**config.mk**
```make
export PLATFORM = sky130hd
export DESIGN_NAME = ppu_sprite_line
export DESIGN_NICKNAME = d
export VERILOG_FILES = /design/src/rtl/ppu_pkg.sv /design/src/rtl/ppu_sprite_slot.sv /design/src/rtl/ppu_sprite_line.sv
export SDC_FILE = /design/constraint.sdc
export NUM_CORES = 1
export LEC_CHECK = 0
export CAP_MARGIN = 20
export CORE_MARGIN = 4
export CORE_UTILIZATION = 45
export CTS_CLUSTER_DIAMETER = 120
export CTS_CLUSTER_SIZE = 10
export DETAILED_ROUTE_END_ITERATION = 10
export GPL_TIMING_DRIVEN = 0
export SYNTH_ARGS = -nofsm -noshare
export SYNTH_HDL_FRONTEND = slang
export SYNTH_SLANG_ARGS = --single-unit
export TNS_END_PERCENT = 30
```
**constraint.sdc**
```tcl
create_clock -name clock -period 3.94 [get_ports clock]
set_input_delay 0.788 -clock clock [delete_from_list [all_inputs] [get_ports clock]]
set_output_delay 0.788 -clock clock [all_outputs]
set_load 0.02 [all_outputs]
```
**src/rtl/ppu_pkg.sv**
```systemverilog
`default_nettype none
// ============================================================================
// Package : ppu_pkg
// Shared FSM state encoding, attribute-word field layout and default sizes
// for the sprite line evaluator.
// Rev     : 1.0
// ============================================================================
package ppu_pkg;

  typedef logic [1:0] ppu_state_t;

  localparam ppu_state_t c_ST_IDLE   = 2'd0;
  localparam ppu_state_t c_ST_SCAN   = 2'd1;
  localparam ppu_state_t c_ST_FETCH  = 2'd2;
  localparam ppu_state_t c_ST_COMMIT = 2'd3;

  localparam int c_DEF_N_SPR    = 16;
  localparam int c_DEF_MAX_LINE = 4;
  localparam int c_DEF_SPR_SIZE = 16;
  localparam int c_DEF_BPP      = 2;
  localparam int c_DEF_PAT_W    = 6;
  localparam int c_DEF_PAL_W    = 2;
  localparam int c_DEF_X_W      = 12;
  localparam int c_DEF_Y_W      = 11;

  // Attribute word, LSB first: x, y, pattern, hflip, palette
  function automatic int attr_y_lsb(input int x_w);
    return x_w;
  endfunction

  function automatic int attr_pat_lsb(input int x_w, input int y_w);
    return x_w + y_w;
  endfunction

  function automatic int attr_hflip_bit(input int x_w, input int y_w, input int pat_w);
    return x_w + y_w + pat_w;
  endfunction

  function automatic int attr_pal_lsb(input int x_w, input int y_w, input int pat_w);
    return x_w + y_w + pat_w + 1;
  endfunction

endpackage
`default_nettype wire

```
**src/rtl/ppu_sprite_slot.sv**
```systemverilog
`default_nettype none
// ============================================================================
// Module : ppu_sprite_slot
// One active sprite slot: holds x, pattern row, palette (and hflip when
// PPU_HFLIP_EN is defined) and returns the colour under display_col.
// Rev    : 1.0
// ============================================================================
module ppu_sprite_slot #(
  parameter int X_W      = 12,
  parameter int SPR_SIZE = 16,
  parameter int BPP      = 2,
  parameter int PAL_W    = 2
)(
  input  logic                    clock,
  input  logic                    reset,
  input  logic                    i_load,
  input  logic                    i_load_valid,
  input  logic [X_W-1:0]          i_load_x,
  input  logic [SPR_SIZE*BPP-1:0] i_load_row,
  input  logic [PAL_W-1:0]        i_load_pal,
`ifdef PPU_HFLIP_EN
  input  logic                    i_load_hflip,
`endif
  input  logic [X_W-1:0]          i_display_col,
  output logic [BPP-1:0]          o_colour,
  output logic [PAL_W-1:0]        o_palette
);

  localparam int             c_OW   = $clog2(SPR_SIZE);
  localparam logic [X_W-1:0] c_SZ_X = X_W'(SPR_SIZE);

  logic                    r_valid;
  logic [X_W-1:0]          r_x;
  logic [SPR_SIZE*BPP-1:0] r_row;
  logic [PAL_W-1:0]        r_pal;
  logic [X_W-1:0]          w_dx;
  logic                    w_cover;
  logic [c_OW-1:0]         w_pix;
  logic [BPP-1:0]          w_colour;

`ifdef PPU_HFLIP_EN
  logic r_hflip;
`endif

  always_ff @(posedge clock or negedge reset) begin
    if (!reset) begin
      r_valid <= 1'b0;
      r_x     <= '0;
      r_row   <= '0;
      r_pal   <= '0;
`ifdef PPU_HFLIP_EN
      r_hflip <= 1'b0;
`endif
    end else if (i_load) begin
      r_valid <= i_load_valid;
      r_x     <= i_load_x;
      r_row   <= i_load_row;
      r_pal   <= i_load_pal;
`ifdef PPU_HFLIP_EN
      r_hflip <= i_load_hflip;
`endif
    end
  end

  // Modular distance gives the wrap-around coverage at the screen edge
  assign w_dx    = i_display_col - r_x;
  assign w_cover = r_valid && (w_dx < c_SZ_X);

`ifdef PPU_HFLIP_EN
  assign w_pix = r_hflip ? ~w_dx[c_OW-1:0] : w_dx[c_OW-1:0];
`else
  assign w_pix = w_dx[c_OW-1:0];
`endif

  always_comb begin
    w_colour = '0;
    for (int p = 0; p < SPR_SIZE; p++) begin
      if (w_pix == c_OW'(p)) w_colour = r_row[BPP*p +: BPP];
    end
  end

  assign o_colour  = w_cover ? w_colour : '0;
  assign o_palette = r_pal;

endmodule
`default_nettype wire

```
**src/rtl/ppu_sprite_line.sv**
```systemverilog
`default_nettype none
// ============================================================================
// Module : ppu_sprite_line
// Per-line sprite evaluator: scans the attribute table, fetches pattern rows
// for up to MAX_LINE hits, commits them and mixes pixels for the display.
// Optional horizontal flip is enabled by defining PPU_HFLIP_EN.
// Rev    : 1.0
// ============================================================================
module ppu_sprite_line
  import ppu_pkg::*;
#(
  parameter int  N_SPR    = c_DEF_N_SPR,
  parameter int  MAX_LINE = c_DEF_MAX_LINE,
  parameter int  SPR_SIZE = c_DEF_SPR_SIZE,
  parameter int  BPP      = c_DEF_BPP,
  parameter int  PAT_W    = c_DEF_PAT_W,
  parameter int  PAL_W    = c_DEF_PAL_W,
  parameter int  X_W      = c_DEF_X_W,
  parameter int  Y_W      = c_DEF_Y_W,
  localparam int c_AW     = (N_SPR > 1) ? $clog2(N_SPR) : 1,
  localparam int c_OW     = $clog2(SPR_SIZE),
  localparam int c_AD_W   = X_W + Y_W + PAT_W + 1 + PAL_W
)(
  input  logic                    clock,
  input  logic                    reset,
  input  logic                    line_start,
  input  logic [Y_W-1:0]          next_row,
  output logic [c_AW-1:0]         attr_addr,
  input  logic [c_AD_W-1:0]       attr_data,
  output logic [PAT_W+c_OW-1:0]   pat_addr,
  input  logic [SPR_SIZE*BPP-1:0] pat_data,
  input  logic                    visible,
  input  logic [X_W-1:0]          display_col,
  output logic                    pix_valid,
  output logic [PAL_W+BPP-1:0]    pix_index,
  output logic                    busy,
  output logic                    overflow
);

  localparam int             c_SW     = $clog2(N_SPR + 1);
  localparam int             c_Y_LSB  = attr_y_lsb(X_W);
  localparam int             c_P_LSB  = attr_pat_lsb(X_W, Y_W);
  localparam int             c_HF_BIT = attr_hflip_bit(X_W, Y_W, PAT_W);
  localparam int             c_PL_LSB = attr_pal_lsb(X_W, Y_W, PAT_W);
  localparam logic [Y_W-1:0] c_SZ_Y   = Y_W'(SPR_SIZE);

  ppu_state_t              r_state;
  logic [Y_W-1:0]          r_row;
  logic [c_AW-1:0]         r_attr_addr;
  logic [c_SW-1:0]         r_scan_cnt;
  logic [3:0]              r_fill;
  logic [3:0]              r_fetch_idx;
  logic                    r_overflow;
  logic                    r_pix_valid;
  logic [PAL_W+BPP-1:0]    r_pix_index;

  logic [X_W-1:0]          r_sh_x   [MAX_LINE];
  logic [PAT_W-1:0]        r_sh_pat [MAX_LINE];
  logic [c_OW-1:0]         r_sh_off [MAX_LINE];
  logic [PAL_W-1:0]        r_sh_pal [MAX_LINE];
  logic [SPR_SIZE*BPP-1:0] r_sh_row [MAX_LINE];
`ifdef PPU_HFLIP_EN
  logic                    r_sh_hf  [MAX_LINE];
`else
  logic                    w_unused_hflip;
  assign w_unused_hflip = attr_data[c_HF_BIT];
`endif

  logic [X_W-1:0]          w_ax;
  logic [Y_W-1:0]          w_ay;
  logic [PAT_W-1:0]        w_apat;
  logic [PAL_W-1:0]        w_apal;
  logic [Y_W-1:0]          w_dy;
  logic                    w_hit;
  logic                    w_room;
  logic                    w_last_scan;
  logic [3:0]              w_fill_next;
  logic                    w_commit;
  logic [PAT_W+c_OW-1:0]   w_pat_addr;
  logic [BPP-1:0]          w_slot_col [MAX_LINE];
  logic [PAL_W-1:0]        w_slot_pal [MAX_LINE];
  logic [BPP-1:0]          w_colour;
  logic [PAL_W-1:0]        w_pal;

  assign w_ax   = attr_data[0 +: X_W];
  assign w_ay   = attr_data[c_Y_LSB +: Y_W];
  assign w_apat = attr_data[c_P_LSB +: PAT_W];
  assign w_apal = attr_data[c_PL_LSB +: PAL_W];

  // attr_data lags attr_addr by one cycle, so the first scan cycle has no entry
  assign w_dy        = r_row - w_ay;
  assign w_hit       = (r_state == c_ST_SCAN) && (r_scan_cnt != '0) && (w_dy < c_SZ_Y);
  assign w_room      = r_fill < 4'(MAX_LINE);
  assign w_last_scan = r_scan_cnt == c_SW'(N_SPR);
  assign w_fill_next = r_fill + {3'd0, w_hit && w_room};
  assign w_commit    = (r_state == c_ST_COMMIT) && !line_start;

  always_ff @(posedge clock or negedge reset) begin
    if (!reset) begin
      r_state     <= c_ST_IDLE;
      r_row       <= '0;
      r_attr_addr <= '0;
      r_scan_cnt  <= '0;
      r_fill      <= '0;
      r_fetch_idx <= '0;
      r_overflow  <= 1'b0;
      for (int s = 0; s < MAX_LINE; s++) begin
        r_sh_x[s]   <= '0;
        r_sh_pat[s] <= '0;
        r_sh_off[s] <= '0;
        r_sh_pal[s] <= '0;
        r_sh_row[s] <= '0;
`ifdef PPU_HFLIP_EN
        r_sh_hf[s]  <= 1'b0;
`endif
      end
    end else if (line_start) begin
      r_state     <= c_ST_SCAN;
      r_row       <= next_row;
      r_attr_addr <= '0;
      r_scan_cnt  <= '0;
      r_fill      <= '0;
      r_fetch_idx <= '0;
      r_overflow  <= 1'b0;
    end else begin
      case (r_state)
        c_ST_SCAN: begin
          if (r_attr_addr != c_AW'(N_SPR - 1)) r_attr_addr <= r_attr_addr + c_AW'(1);
          if (w_hit && w_room) begin
            for (int s = 0; s < MAX_LINE; s++) begin
              if (r_fill == 4'(s)) begin
                r_sh_x[s]   <= w_ax;
                r_sh_pat[s] <= w_apat;
                r_sh_off[s] <= w_dy[c_OW-1:0];
                r_sh_pal[s] <= w_apal;
`ifdef PPU_HFLIP_EN
                r_sh_hf[s]  <= attr_data[c_HF_BIT];
`endif
              end
            end
          end
          r_fill <= w_fill_next;
          if (w_hit && !w_room) r_overflow <= 1'b1;
          if (w_last_scan) begin
            r_fetch_idx <= '0;
            r_state     <= (w_fill_next != 4'd0) ? c_ST_FETCH : c_ST_COMMIT;
          end else begin
            r_scan_cnt <= r_scan_cnt + c_SW'(1);
          end
        end
        c_ST_FETCH: begin
          for (int s = 0; s < MAX_LINE; s++) begin
            if (r_fetch_idx == 4'(s + 1)) r_sh_row[s] <= pat_data;
          end
          if (r_fetch_idx == r_fill) r_state <= c_ST_COMMIT;
          else                       r_fetch_idx <= r_fetch_idx + 4'd1;
        end
        c_ST_COMMIT: r_state <= c_ST_IDLE;
        default:     r_state <= c_ST_IDLE;
      endcase
    end
  end

  always_comb begin
    w_pat_addr = '0;
    if (r_state == c_ST_FETCH) begin
      for (int s = 0; s < MAX_LINE; s++) begin
        if ((r_fetch_idx == 4'(s)) && (4'(s) < r_fill)) w_pat_addr = {r_sh_pat[s], r_sh_off[s]};
      end
    end
  end

  generate
    for (genvar s = 0; s < MAX_LINE; s++) begin : g_slot
      ppu_sprite_slot #(
        .X_W      (X_W),
        .SPR_SIZE (SPR_SIZE),
        .BPP      (BPP),
        .PAL_W    (PAL_W)
      ) u_slot (
        .clock         (clock),
        .reset         (reset),
        .i_load        (w_commit),
        .i_load_valid  (4'(s) < r_fill),
        .i_load_x      (r_sh_x[s]),
        .i_load_row    (r_sh_row[s]),
        .i_load_pal    (r_sh_pal[s]),
`ifdef PPU_HFLIP_EN
        .i_load_hflip  (r_sh_hf[s]),
`endif
        .i_display_col (display_col),
        .o_colour      (w_slot_col[s]),
        .o_palette     (w_slot_pal[s])
      );
    end
  endgenerate

  // Scan from the highest slot down so the lowest opaque slot wins
  always_comb begin
    w_colour = '0;
    w_pal    = '0;
    for (int s = MAX_LINE - 1; s >= 0; s--) begin
      if (w_slot_col[s] != '0) begin
        w_colour = w_slot_col[s];
        w_pal    = w_slot_pal[s];
      end
    end
  end

  always_ff @(posedge clock or negedge reset) begin
    if (!reset) begin
      r_pix_valid <= 1'b0;
      r_pix_index <= '0;
    end else if (visible && !busy && (w_colour != '0)) begin
      r_pix_valid <= 1'b1;
      r_pix_index <= {w_pal, w_colour};
    end else begin
      r_pix_valid <= 1'b0;
      r_pix_index <= '0;
    end
  end

  assign busy      = r_state != c_ST_IDLE;
  assign overflow  = r_overflow;
  assign attr_addr = r_attr_addr;
  assign pat_addr  = w_pat_addr;
  assign pix_valid = r_pix_valid;
  assign pix_index = r_pix_index;

endmodule
`default_nettype wire

```
After elaboration in Yosys (flattened, before gate mapping). Index checks and enable logic that the tools add are counted. Widths: inputs -> output; s select.

Register bits: 448. Latch bits: 0. Bits in writable memories: 0. Bits in read-only memories: 0. Input bits: 91. Logic and storage cells: 294. Memories kept: 0.

Add/sub/neg operators: 9. Multipliers: 0. Divide/modulo/power cells: 0. $lt $le $gt $ge: 10. Equality and inequality tests: 77. Shift operators: 0. Mux-type cells: 103. Bitwise logic cells: 1. Reduce and logical (&&, ||, !) cells: 49.

Operator list (count): $mux 2 (79); $eq 4x4->1 const B (32); $eq 4x3->1 const B (17); $mux 10 (5); $eq 4x2->1 const B (12); $lt 12x5->1 const B (4); $sub 12x12->12 (4); $mux 4 (9); $eq 4x1->1 const B (6); $logic_not 4->1 (6); $reduce_bool 2->1 (9); $reduce_and 4->1 (4); $logic_and 1x1->1 (15); $mux 5 (3); $reduce_and 3->1 (5); $lt 11x5->1 const B (1); $sub 11x11->11 (1); $ne 3x3->1 const B (3); $add 4x1->4 const B (2); $lt 1x4->1 const A (2); $lt 2x4->1 const A (2); $pmux 4 s2 (1); $reduce_and 2->1 (4); $add 5x1->5 const B (1); 15 further kinds (22).

Longest topological paths before layout. Gate-level depths: netlist of the first run.

Depth after elaboration: 27. Depth in mapped cells: 19. Depth with buffers taken out: 19.

By module. Synthesis of the first run repeated with hierarchy kept, for this count alone.

Cell total of the unflattened synthesis: 1745. Area, all modules: 21614.5 um^2.

Modules (own cells, without submodules): ppu_sprite_line (times used 1, cells each 827, area an instance 11187.0 um^2); ppu_sprite_slot at g_slot[0].u_slot ... (times used 3, cells each 234, area an instance 2615.0 um^2); ppu_sprite_slot at g_slot[3].u_slot (times used 1, cells each 216, area an instance 2582.5 um^2).

Least setup slack after synthesis of the first run. No wires, ideal clock.

Path type: input to register. Start point: input display_col[0]. End point: register r_pix_index[2] (netlist: pix_index[2]). Library setup time: 119 ps. Arrival: 3788 ps. Data required time: 3821 ps. Slack: 33 ps. Cell stages on the path: 12. Cells stage by stage: inv_1 > ha_1 > inv_1 > fa_1 > xnor2_1 > mux2_2 > a21oi_1 > a21oi_1 > o32a_1 > o21ai_0 > mux2_2 > o21a_1.

Word-level cells in the longest chain between the ends: 27. Elaborated cells between the ends (all ways): 159.

Ends and longest elaborated chain: start: declaration (line ppu_sprite_line.sv:33) `input logic [X_W-1:0] display_col,`; $sub 12x12->12 (line ppu_sprite_slot.sv:66) `assign w_dx = i_display_col - r_x;`; $logic_not 4->1 (line ppu_sprite_slot.sv:78) `if (w_pix == c_OW'(p)) w_colour = r_row[BPP*p +: BPP];`; $mux 2 (16 in series) (line ppu_sprite_slot.sv:78); $mux 2 (line ppu_sprite_slot.sv:82) `assign o_colour = w_cover ? w_colour : '0;`; $reduce_bool 2->1 (line ppu_sprite_line.sv:203) `if (w_slot_col[s] != '0) begin`; $mux 2 (4 in series) (line ppu_sprite_line.sv:203); $reduce_bool 2->1 (line ppu_sprite_line.sv:214) `end else if (visible && !busy && (w_colour != '0)) begin`; $logic_and 1x1->1 (line ppu_sprite_line.sv:214); $mux 4 (*) (line ppu_sprite_line.sv:214); end signal: assignment (line ppu_sprite_line.sv:216) `r_pix_index <= {w_pal, w_colour};`; end: declaration (line ppu_sprite_line.sv:55) `logic [PAL_W+BPP-1:0] r_pix_index;`.

Every way passes the cells marked *; elsewhere a longest branch is shown, timed or not. A chain may end at the register's enable or synchronous reset.

Final worst setup path of the first run.
Start point: input attr_data[14]. End point: register r_sh_x[26] (netlist name).

Word-level cells in the longest chain between the ends: 5.

Ends and longest elaborated chain: start: declaration (line ppu_sprite_line.sv:29) `input logic [c_AD_W-1:0] attr_data,`; $sub 11x11->11 (line ppu_sprite_line.sv:91) `assign w_dy = r_row - w_ay;`; $lt 11x5->1 (line ppu_sprite_line.sv:92) `assign w_hit = (r_state == c_ST_SCAN) && (r_scan_cnt != '0) && (w_dy < c_SZ_Y);`; $logic_and 1x1->1 (line ppu_sprite_line.sv:92); $logic_and 1x1->1 (line ppu_sprite_line.sv:129) `if (w_hit && w_room) begin`; $reduce_and 4->1 (no source line); end signal: indexed assignment (line ppu_sprite_line.sv:132) `r_sh_x[s] <= w_ax;`; end: declaration (line ppu_sprite_line.sv:57) `logic [X_W-1:0] r_sh_x [MAX_LINE];`.

Every way passes these cells.

==> results of run 1 <==
==> routing by layer <==
layer	routed length (um)	vias to the layer above	track usage
met4	914	2	0.0462
met3	2450	64	0.0370
met1	25600	7265	0.308
met2	25400	281	0.339
met5	20	-	0
li1	-	6475	-
==> cell usage after synthesis, drive strengths merged (4+ instances only) <==
cell and number:
ha 67, xor2 13, nor3 22, and2 5, o31ai 5, a21boi 4
a31oi 7, xnor2 17, nor4 4, o22ai 5, nand3 24, mux2i 33
dfrtp 448, or2 4, a22oi 14, nor2b 26, a211oi 16, and3 8
o2111ai 8, nor3b 5, nor4b 6, buf 20, fa 5, nor2 63
o21a 13, o211ai 10, a211o 4, a21o 9, nand4 7, nand2b 15
mux4 25, inv 96, o21ai 93, nand2 90, clkbuf 49, mux2 372
a21oi 46, or3 4
==> critical path, stage by stage <==
cell	delay [ns]
clkdlybuf4s50_1	0.46
inv_1	0.07
ha_4	0.23
nor2b_2	0.15
o21ai_2	0.14
a21oi_2	0.08
o21a_1	0.21
or3_4	0.35
a221oi_4	0.31
o2111ai_4	0.22
nor4b_4	0.68
buf_6	0.30
mux2_1	0.34
==> final timing paths <==
kind | start | to | depth (start not counted)
setup / recovery | attr_data[14] | r_sh_x[26] | 13
hold / removal | reset | r_sh_row[91] | 1
setup reg to reg | r_row[0] | r_sh_x[26] | 13
hold reg to reg | r_sh_x[3] | g_slot[3].u_slot.r_x[3] | 2
max in group asynchronous | reset | r_row[0] | 4
min in group clock | r_sh_x[3] | g_slot[3].u_slot.r_x[3] | 2
==> cell families after synthesis <==
family	after synthesis
compound gates	269
simple gates	293
flops	448
mux	430
buf+inv	165
xor+xnor	30
fa+ha+maj	72
==> what timing repair did <==
action | 4_1_cts | 5_1_grt
resized for setup | 49 | 34
setup endpoints to repair | 90 | 90
buffers inserted | 6 | 11
pin swaps | 8 | 9
==> registers in the layout, summed over array words and instances, names as in the netlist, 11 cells and up <==
| name | flops |
|---|---|
| r_sh_x | 48 |
| r_row | 11 |
| g_slot.u_slot.r_row | 128 |
| r_sh_row | 128 |
| r_sh_pat | 24 |
| g_slot.u_slot.r_x | 48 |
| r_sh_off | 16 |
==> power groups by stage <==
stage          combinational [mW]  clock, mW  sequential (mW)
2_1_floorplan                1.78          0             4.97
3_3_place_gp                 2.65          0             5.02
3_5_place_dp                 2.73          0             5.01
4_1_cts                      2.84       4.13             4.93
5_1_grt                      3.12       4.30             4.95
6_report                     2.87       4.01             4.93
==> through the flow <==
step / worst slack, ns / std cells
floorplan: 0.0334 / 1707
detailed placement: -1.59 / 2428
finish: 0.0544 / 2497
global placement: -17.65 / 2423
CTS: -0.00535 / 2485
global route: -0.0960 / 2496
==> final cells by class <==
class,instances,share of cell area
Clock buffer,52,0.0515
Multi-Input combinational cell,1094,0.391
Buffer,67,0.0122
Clock inverter,1,0.000349
Inverter,96,0.0144
Timing Repair Buffer,131,0.0532
Antenna cell,1,0.0000999
Tap cell,607,0.0303
Sequential cell,448,0.447
==> metrics.yaml, run 1 <==
synthesis:
  synth_top_family_by_area: "multiplexers"
  synth_top_area_share: 0.523
  synth_compound_area_frac: 0.0827
  yosysWarnings: 0
  yosys.area_share.simple: 0.0694
  synth_fa_ha_area_frac: 0.0437
  synth_edf_count: 0
  netlist_instances: 1707
  synth_xor_area_frac: 0.0122
  synth_seq_cells: 448
  netlist_area_sq_mm: 0.0215
  ys.flop_type: "dfrtp_1"
  post_synth.cell_area_avg_sq_um: 12.6
  synth_largest_area_cell: "dfrtp_1"
  synthMuxAreaShare: 0.239
  async_reset_ff_frac: 1.00
  synth_area_leaders: "dfrtp_1 (52%), mux2_2 (19%), ha_1 (3.9%)"
  synth_fp_nets: 1870
  yosysSeqAreaShare: 0.523
  netlist-cell-type-count: 76
drt:
  remaining_drc_errors: 0
  drtAntennaViolNets: 0
  drtIter0Drc: 879
  wirelength_um: 54400
  vias: 14100
  vias_per_cell: 5.64
  routedWlPerCell_um: 21.8
  drt_first_pass_iters: 5
clock_network:
  ctsHoldBuffers: 0
  cts_made_buffers: 50
  clock-sinks: 448
  cts_htree_levels: 2
  clock_latency_ns: 0.58
  clockRootBuffer: "clkbuf_16"
  cts_tree: "done"
  clockBufferDepth: 3
  clkTransAtPathRegs_ns: 0.05
power_and_ir_drop:
  p_total_mw: 11.8
  p_int_mw: 8.18
  pwr-share-clk: 0.340
  power_density_mw_per_mm2: 471
  p_leak_nw: 11.8
  netSwitchingPower_mw: 3.63
  ir_drop_v: 0.000266
  swShare: 0.307
  power_frac_seq: 0.418
  p_comb_frac: 0.243
grt:
  grt_max_degree: 119
  globalRouteOverflowTotal: 0
  antenna_found_initial: 4
  grt_pass1_vias: 14400
  grt_pass1_wl_um: 84000
  grtUsageTotal: 0.212
timing:
  min_period_ns: 3.89
  fmax_ghz: 0.257
  fin_tns_setup_ns: 0
  final-hold-violation-count: 0
  maxSlewHeadroom: 0.286
  worst_pin_slew_ns: 1.07
  hold_slack_ns: 0.155
  drv_slew: 0
  setup_viol: 0
  rsz0062_at_grt: "yes"
  clock_skew_ns: 0.0151
  post-route-period-util: 0.986
layout:
  seq_area_sq_mm: 0.0112
  post-route-util: 0.535
  multi_input_area_sq_mm: 0.00979
  area_growth_pct: 16.8
  fin_area_sq_mm: 0.0251
  fillCellCount: 4011
  drive_gt1_frac: 0.283
  final_common_cell: "dfrtp_1"
  nets: 2051
  mostFrequentLayoutCells: "dfrtp_1 (448), mux2_2 (354), inv_1 (95)"
worst_setup_path:
  required_ns: 4.40
  startpoint_type: "input port"
  critical_path.max_fanout: 10
  critical_path_class: "in -> reg"
  r2r_setup_slack_ns: 0.28
  end_kind: "flop"
  worst_ep_arrival_time_ns: 4.35
place:
  post_dp_cell_area_sq_mm: 0.0234
  dp_hpwl_um: 39700
  portBuffers: 109
  routabilityCongestion: 0.828
floorplan:
  die_y_um: 226
  pin_count: 112
  die_area_sq_mm: 0.0512
  std_cell_rows: 79
  fp.dieW_um: 226
  coreArea_sq_mm: 0.0469
  start_util: 0.458
outcome:
  status: "finished, final reports clean"
worst_hold_path:
  hold_class: "in -> async"
job:
  cap_violations: 0
Note: power is estimated with default switching activity, not from simulation.
==> inputs of run 2 (changes only) <==
- PLACE_DENSITY: unset -> 0.69
==> run 2 against run 1 <==
- the run now ends with setup timing left
- combinational power up 1%
- core utilization up 0.33 points
- register-to-register slack improved by 0.06 ns
- die area did not move
- setup slack worse by 0.14 ns
- sequential power is essentially flat
- total power grew 0.81%
- wire length decreased by 1.2%
- clock skew increased by 0.0018 ns
- maximum frequency decreased by 3.5%
- non-clock buffer count increased by 8
- critical endpoint is now pix_index[3]
==> metrics.yaml, run 2 (same netlist as run 1, synthesis figures left out) <==
outcome:
  status: "complete, but fails checks"
  failed_checks: "setup timing"
grt:
  grt_pass1_wl_um: 85000  # +1.3%
  antenna_found_initial: 3  # -1
  grt_max_degree: 123  # +3.4%
  grtUsageTotal: 0.212  # about the same
  grt_pass1_vias: 14900  # +3.1%
  globalRouteOverflowTotal: 0  # unchanged
layout:
  nets: 2059  # +0.39%
  largest_registers: "g_slot.u_slot.r_row (128), r_sh_row (128)"
  mostFrequentLayoutCells: "dfrtp_1 (448), mux2_2 (354), inv_1 (96), clkdlybuf4s50_1 (96), nand2_1 (90)"
  final_common_cell: "dfrtp_1"
  post-route-util: 0.538  # +0.00328
  fin_area_sq_mm: 0.0252  # +0.61%
  drive_gt1_frac: 0.277  # -0.00608
  final_cells: 2507  # +0.40%
  area_growth_pct: 17.6
clock_network:
  cts_made_buffers: 50  # unchanged
  clock_latency_ns: 0.58  # about the same
  clkTransAtPathRegs_ns: 0.06  # about the same
  ctsHoldBuffers: 0  # unchanged
  cts_tree: "done"
  clock-sinks: 448  # unchanged
  clockBufferDepth: 3  # unchanged
  cts_htree_levels: 2  # unchanged
  clockRootBuffer: "clkbuf_16"
floorplan:
  start_util: 0.458  # unchanged
  std_cell_rows: 79  # unchanged
  fp.dieW_um: 226  # unchanged
  die_y_um: 226  # unchanged
  pin_count: 112  # unchanged
  coreArea_sq_mm: 0.0469  # unchanged
  die_area_sq_mm: 0.0512  # unchanged
worst_setup_path:
  r2r_setup_slack_ns: 0.34  # +0.06 ns
  reg2reg_depth: 19  # +6
  critical_path_class: "in -> reg"
  critical_path.max_fanout: 10  # unchanged
  end_kind: "flop"
  worst_ep_arrival_time_ns: 4.48  # +0.13 ns
  reg2reg_from: "r_row[0]"
  required_ns: 4.39  # about the same
  r2r_end: "r_state[0]"
  startpoint_type: "input port"
timing:
  min_period_ns: 4.02  # +0.139 ns
  drv_slew: 0  # unchanged
  post-route-period-util: 1.02  # +0.0353
  fin_ws_ns: -0.0847  # -0.139 ns
  maxSlewHeadroom: 0.310  # +0.0241
  setup_viol: 4  # +4
  fin_tns_setup_ns: -0.252  # -0.252 ns
  hold_slack_ns: 0.144  # -0.0107 ns
  final-hold-violation-count: 0  # unchanged
  worst_pin_slew_ns: 1.04  # -0.0361 ns
  rsz0062_at_grt: "yes"
  fmax_ghz: 0.248  # -3.5%
  clock_skew_ns: 0.0168  # +0.00178 ns
drt:
  remaining_drc_errors: 0  # unchanged
  wirelength_um: 53800  # -1.2%
  vias: 14200  # +1.1%
  drtIter0Drc: 1023  # +16%
  drtAntennaViolNets: 0  # unchanged
  drt_first_pass_iters: 5  # unchanged
  vias_per_cell: 5.68  # +0.75%
  routedWlPerCell_um: 21.4  # -1.6%
place:
  dp_hpwl_um: 39000  # -1.9%
  post_dp_cell_area_sq_mm: 0.0234  # unchanged
  routabilityCongestion: 0.953  # +15%
  portBuffers: 109  # unchanged
  place_ws_ns: -1.75  # -0.159 ns
  dp_cells: 2428  # unchanged
power_and_ir_drop:
  p_leak_nw: 12.0  # +1.2%
  ir_drop_v: 0.000319  # +20%
  power_density_mw_per_mm2: 472  # +0.19%
  p_total_mw: 11.9  # +0.81%
job:
  cap_violations: 0  # unchanged
worst_hold_path:
  hold_class: "in -> async"
## run 2: changes by cell type in the layout (fill, tap and decap cells not counted), sizes merged
cell           before  now
buf                41   51
clkbuf            110  101
clkdlybuf4s50      94   96
diode               1    2
dlygate4sd2         4    9
dlymetal6s2s        1    3
inv                97   96
## run 2: power breakdown
group	switching (mW)	internal, mW
registers	0.117	4.81
logic	1.77	1.14
clock network	1.72	2.36
## run 2: worst max-delay path: stages
cell and delay [ns]:
clkdlybuf4s50_1 0.56, inv_1 0.14, ha_1 0.23, inv_1 0.07
fa_1 0.43, clkbuf_1 0.29, nand2_1 0.15, nor3_1 0.05
a311oi_1 0.37, a21oi_1 0.13, o32a_1 0.38, o21ai_2 0.32
mux2_2 0.38, o21a_1 0.17
## run 2: worst max-delay path by stage
stage                         startpoint  cells after the start  slack [ns]            to
final                     display_col[0]                     14       -0.08  pix_index[3]
after global routing       attr_data[14]                     20       -0.22    r_state[0]
after CTS                      r_fill[2]                     10       -0.20   pat_addr[9]
after detailed placement  display_col[1]                     10       -1.75  pix_index[1]
after global placement             reset                      1      -17.22      r_row[4]
after floorplan           display_col[0]                     12        0.03  pix_index[2]
## run 2: final cells by class
class | instances | area, sq um
Antenna cell | 2 | 5.00
Buffer | 66 | 308
Clock buffer | 54 | 1340
Fill cell | 3881 | 21600
Inverter | 96 | 360
Multi-Input combinational cell | 1094 | 9760
Sequential cell | 448 | 11200
Tap cell | 607 | 759
Timing Repair Buffer | 140 | 1470
## run 2: metal layers
layer  GRT usage  routed length [um]  vias up
li1            -                   -     6514
met1       0.301               24300     7372
met2       0.345               25900      275
met3      0.0290                2170       86
met4      0.0636                1360        2
met5           0                  12        -
## run 2: repair_timing
item / 4_1_cts / 5_1_grt
setup endpoints to repair: 89 / 105
resized for setup: 38 / 18
pin swaps: 9 / 6
buffers inserted: 14 / 12
==> inputs of run 3 (changes only) <==
- PLACE_DENSITY: 0.69 -> 0.61
- RECOVER_POWER: unset -> 25
- clock period: 3.94 -> 3.3 ns (I/O delays scaled with it)
==> run 3 against run 2 <==
- the run ends with capacitance limit, slew limit, setup timing left
- cell count up 0.80%
- worst hold slack got worse by 0.045 ns
- sequential share of layout area fell by 1.5 points
- critical endpoint is now pix_index[2]
- largest power group unchanged
==> metrics.yaml, run 3 (same netlist as run 1, synthesis figures left out) <==
place:
  dp_cells: 2427  # -0.041%
  routabilityCongestion: 0.859  # -9.8%
  post_dp_cell_area_sq_mm: 0.0236  # +0.69%
  dp_hpwl_um: 39400  # +1.1%
  place_ws_ns: -1.99  # -0.242 ns
  portBuffers: 109  # unchanged
grt:
  grt_pass1_wl_um: 85200  # +0.17%
  grt_pass1_vias: 14600  # -2.0%
  globalRouteOverflowTotal: 0  # unchanged
  grtUsageTotal: 0.216  # +0.00377
  grt_max_degree: 124  # +0.81%
  antenna_found_initial: 5  # +2
drt:
  vias: 14300  # +0.54%
  vias_per_cell: 5.67  # -0.26%
  wl_met1_um: 25900  # +6.4%
  routedWlPerCell_um: 22.0  # +2.6%
  drt_first_pass_iters: 7  # +2
  drtIter0Drc: 848  # -17%
  wl_met3_um: 2500  # +15%
  drtAntennaViolNets: 0  # unchanged
  wirelength_um: 55600  # +3.4%
  met2WireLength_um: 26200  # +1.0%
  remaining_drc_errors: 0  # unchanged
  top_layer_used: "met5"
worst_setup_path:
  end_kind: "flop"
  crit_slowest_cell: "o32a_1"
  max_stage_delay_ns: 0.46  # -0.10 ns
  worst_ep_arrival_time_ns: 3.81  # -0.67 ns
  required_ns: 3.76  # -0.63 ns
  worstPathCellList: "clkdlybuf4s15_2, inv_4, ha_4, inv_2, fa_2, xnor2_4, mux2_4, a21oi_2, a21oi_1, o32a_1, o21ai_4, mux2_2, o21a_1"
  critical_path.max_fanout: 4  # -6
  critical_path_class: "in -> reg"
  startpoint_type: "input port"
layout:
  seq_area_sq_mm: 0.0112  # about the same
  largest_registers: "g_slot.u_slot.r_row (128), r_sh_row (128)"
  multi_input_area_sq_mm: 0.0104  # +6.7%
  fillCellCount: 3913  # +0.82%
  area_growth_pct: 21.8
  post-route-util: 0.558  # +0.0195
  mostFrequentLayoutCells: "dfrtp_1 (442), mux2_2 (307), inv_1 (90)"
  fin_area_sq_mm: 0.0261  # +3.6%
  final_common_cell: "dfrtp_1"
  drive_gt1_frac: 0.333  # +0.0560
  nets: 2079  # +0.97%
  final_cells: 2527  # +0.80%
clock_network:
  cts_made_buffers: 50  # unchanged
  clock-sinks: 448  # unchanged
  clkTransAtPathRegs_ns: 0.06  # about the same
  cts_tree: "done"
  ctsHoldBuffers: 0  # unchanged
  clockRootBuffer: "clkbuf_16"
  clock_latency_ns: 0.59  # about the same
  cts_htree_levels: 2  # unchanged
  clockBufferDepth: 3  # unchanged
floorplan:
  fp.dieW_um: 226  # unchanged
  die_y_um: 226  # unchanged
  pin_count: 112  # unchanged
  start_util: 0.458  # unchanged
  coreArea_sq_mm: 0.0469  # unchanged
  std_cell_rows: 79  # unchanged
  die_area_sq_mm: 0.0512  # unchanged
power_and_ir_drop:
  power_density_mw_per_mm2: 551  # +17%
  ir_drop_v: 0.000358  # +12%
  p_leak_nw: 12.2  # +1.6%
timing:
  drv_slew: 118  # +118
  clock_skew_ns: 0.0109  # -0.00598 ns
  min_period_ns: 3.35
  final-hold-violation-count: 0  # unchanged
  setup_viol: 31  # +27
  maxSlewHeadroom: -0.0711  # -0.381
  fin_ws_ns: -0.0505  # +0.0342 ns
  worst_pin_slew_ns: 1.61  # +0.571 ns
  fmax_ghz: 0.298
  rsz0062_at_grt: "yes"
  post-route-period-util: 1.02
outcome:
  failed_checks: "capacitance limit, slew limit, setup timing"
  status: "complete, but fails checks"
worst_hold_path:
  hold_class: "in -> async"
job:
  cap_violations: 1  # +1
[run 3: final timing paths]
path | start | slack, ns | depth (start not counted) | endpoint
worst min-delay path | reset | 0.1 | 1 | r_sh_row[93]
min in group clock | r_sh_x[19] | 0.49 | 2 | g_slot[2].u_slot.r_x[7]
worst max-delay path | display_col[0] | -0.05 | 13 | pix_index[2]
max in group asynchronous | reset | 0.76 | 3 | r_fill[0]
worst max register to register | r_row[0] | -0.04 | 15 | r_sh_pat[8]
worst min register to register | r_sh_x[19] | 0.49 | 2 | g_slot[2].u_slot.r_x[7]
[run 3: power by group]
part           switching (mW)  total, mW  internal [mW]
registers               0.147       5.89           5.74
logic                    2.18       3.66           1.48
clock network            2.13       4.84           2.71
[run 3: per-layer routing]
layer | track usage | up-vias
li1 | - | 6537
met1 | 0.315 | 7426
met2 | 0.342 | 292
met3 | 0.0366 | 69
met4 | 0.0515 | 2
met5 | 0 | -
[run 3: metrics by stage]
stage | hold slack (ns) | power [mW] | TNS, ns
6_report | 0.0996 | 14.4 | -0.500
3_3_place_gp | 0.458 | 9.21 | -8157.63
5_1_grt | 0.147 | 15.1 | -12.39
3_5_place_dp | 0.466 | 9.27 | -124.07
2_1_floorplan | 0.364 | 8.12 | -7.01
4_1_cts | 0.142 | 14.4 | -2.70
[run 3: repair_timing]
action / CTS / global route
setup endpoints to repair: 112 / 111
resized for setup: 162 / 102
cloned: 1 / 2
endpoints found under the hold margin: 0 / 0
setup buffers: 31 / 14
pin swaps: 26 / 40
[run 3: area by class of cell]
type,count,area share
sequential,448,0.429
multi-input combinational,1094,0.399
timing repair buffer,161,0.0624
clock buffer,51,0.0484
tap,607,0.0291
buffer,65,0.0159
inverter,96,0.0140
clock inverter,3,0.00215
antenna,2,0.000192
[run 3: worst max-delay path, delay by kind of cell]
family / cells / cell delay [ns]
XOR/XNOR: 1 / 0.29
adder cells (fa/ha/maj): 2 / 0.59
multiplexers: 2 / 0.72
AO/OA/AOI/OAI: 5 / 1.15
buffers and inverters: 3 / 0.38
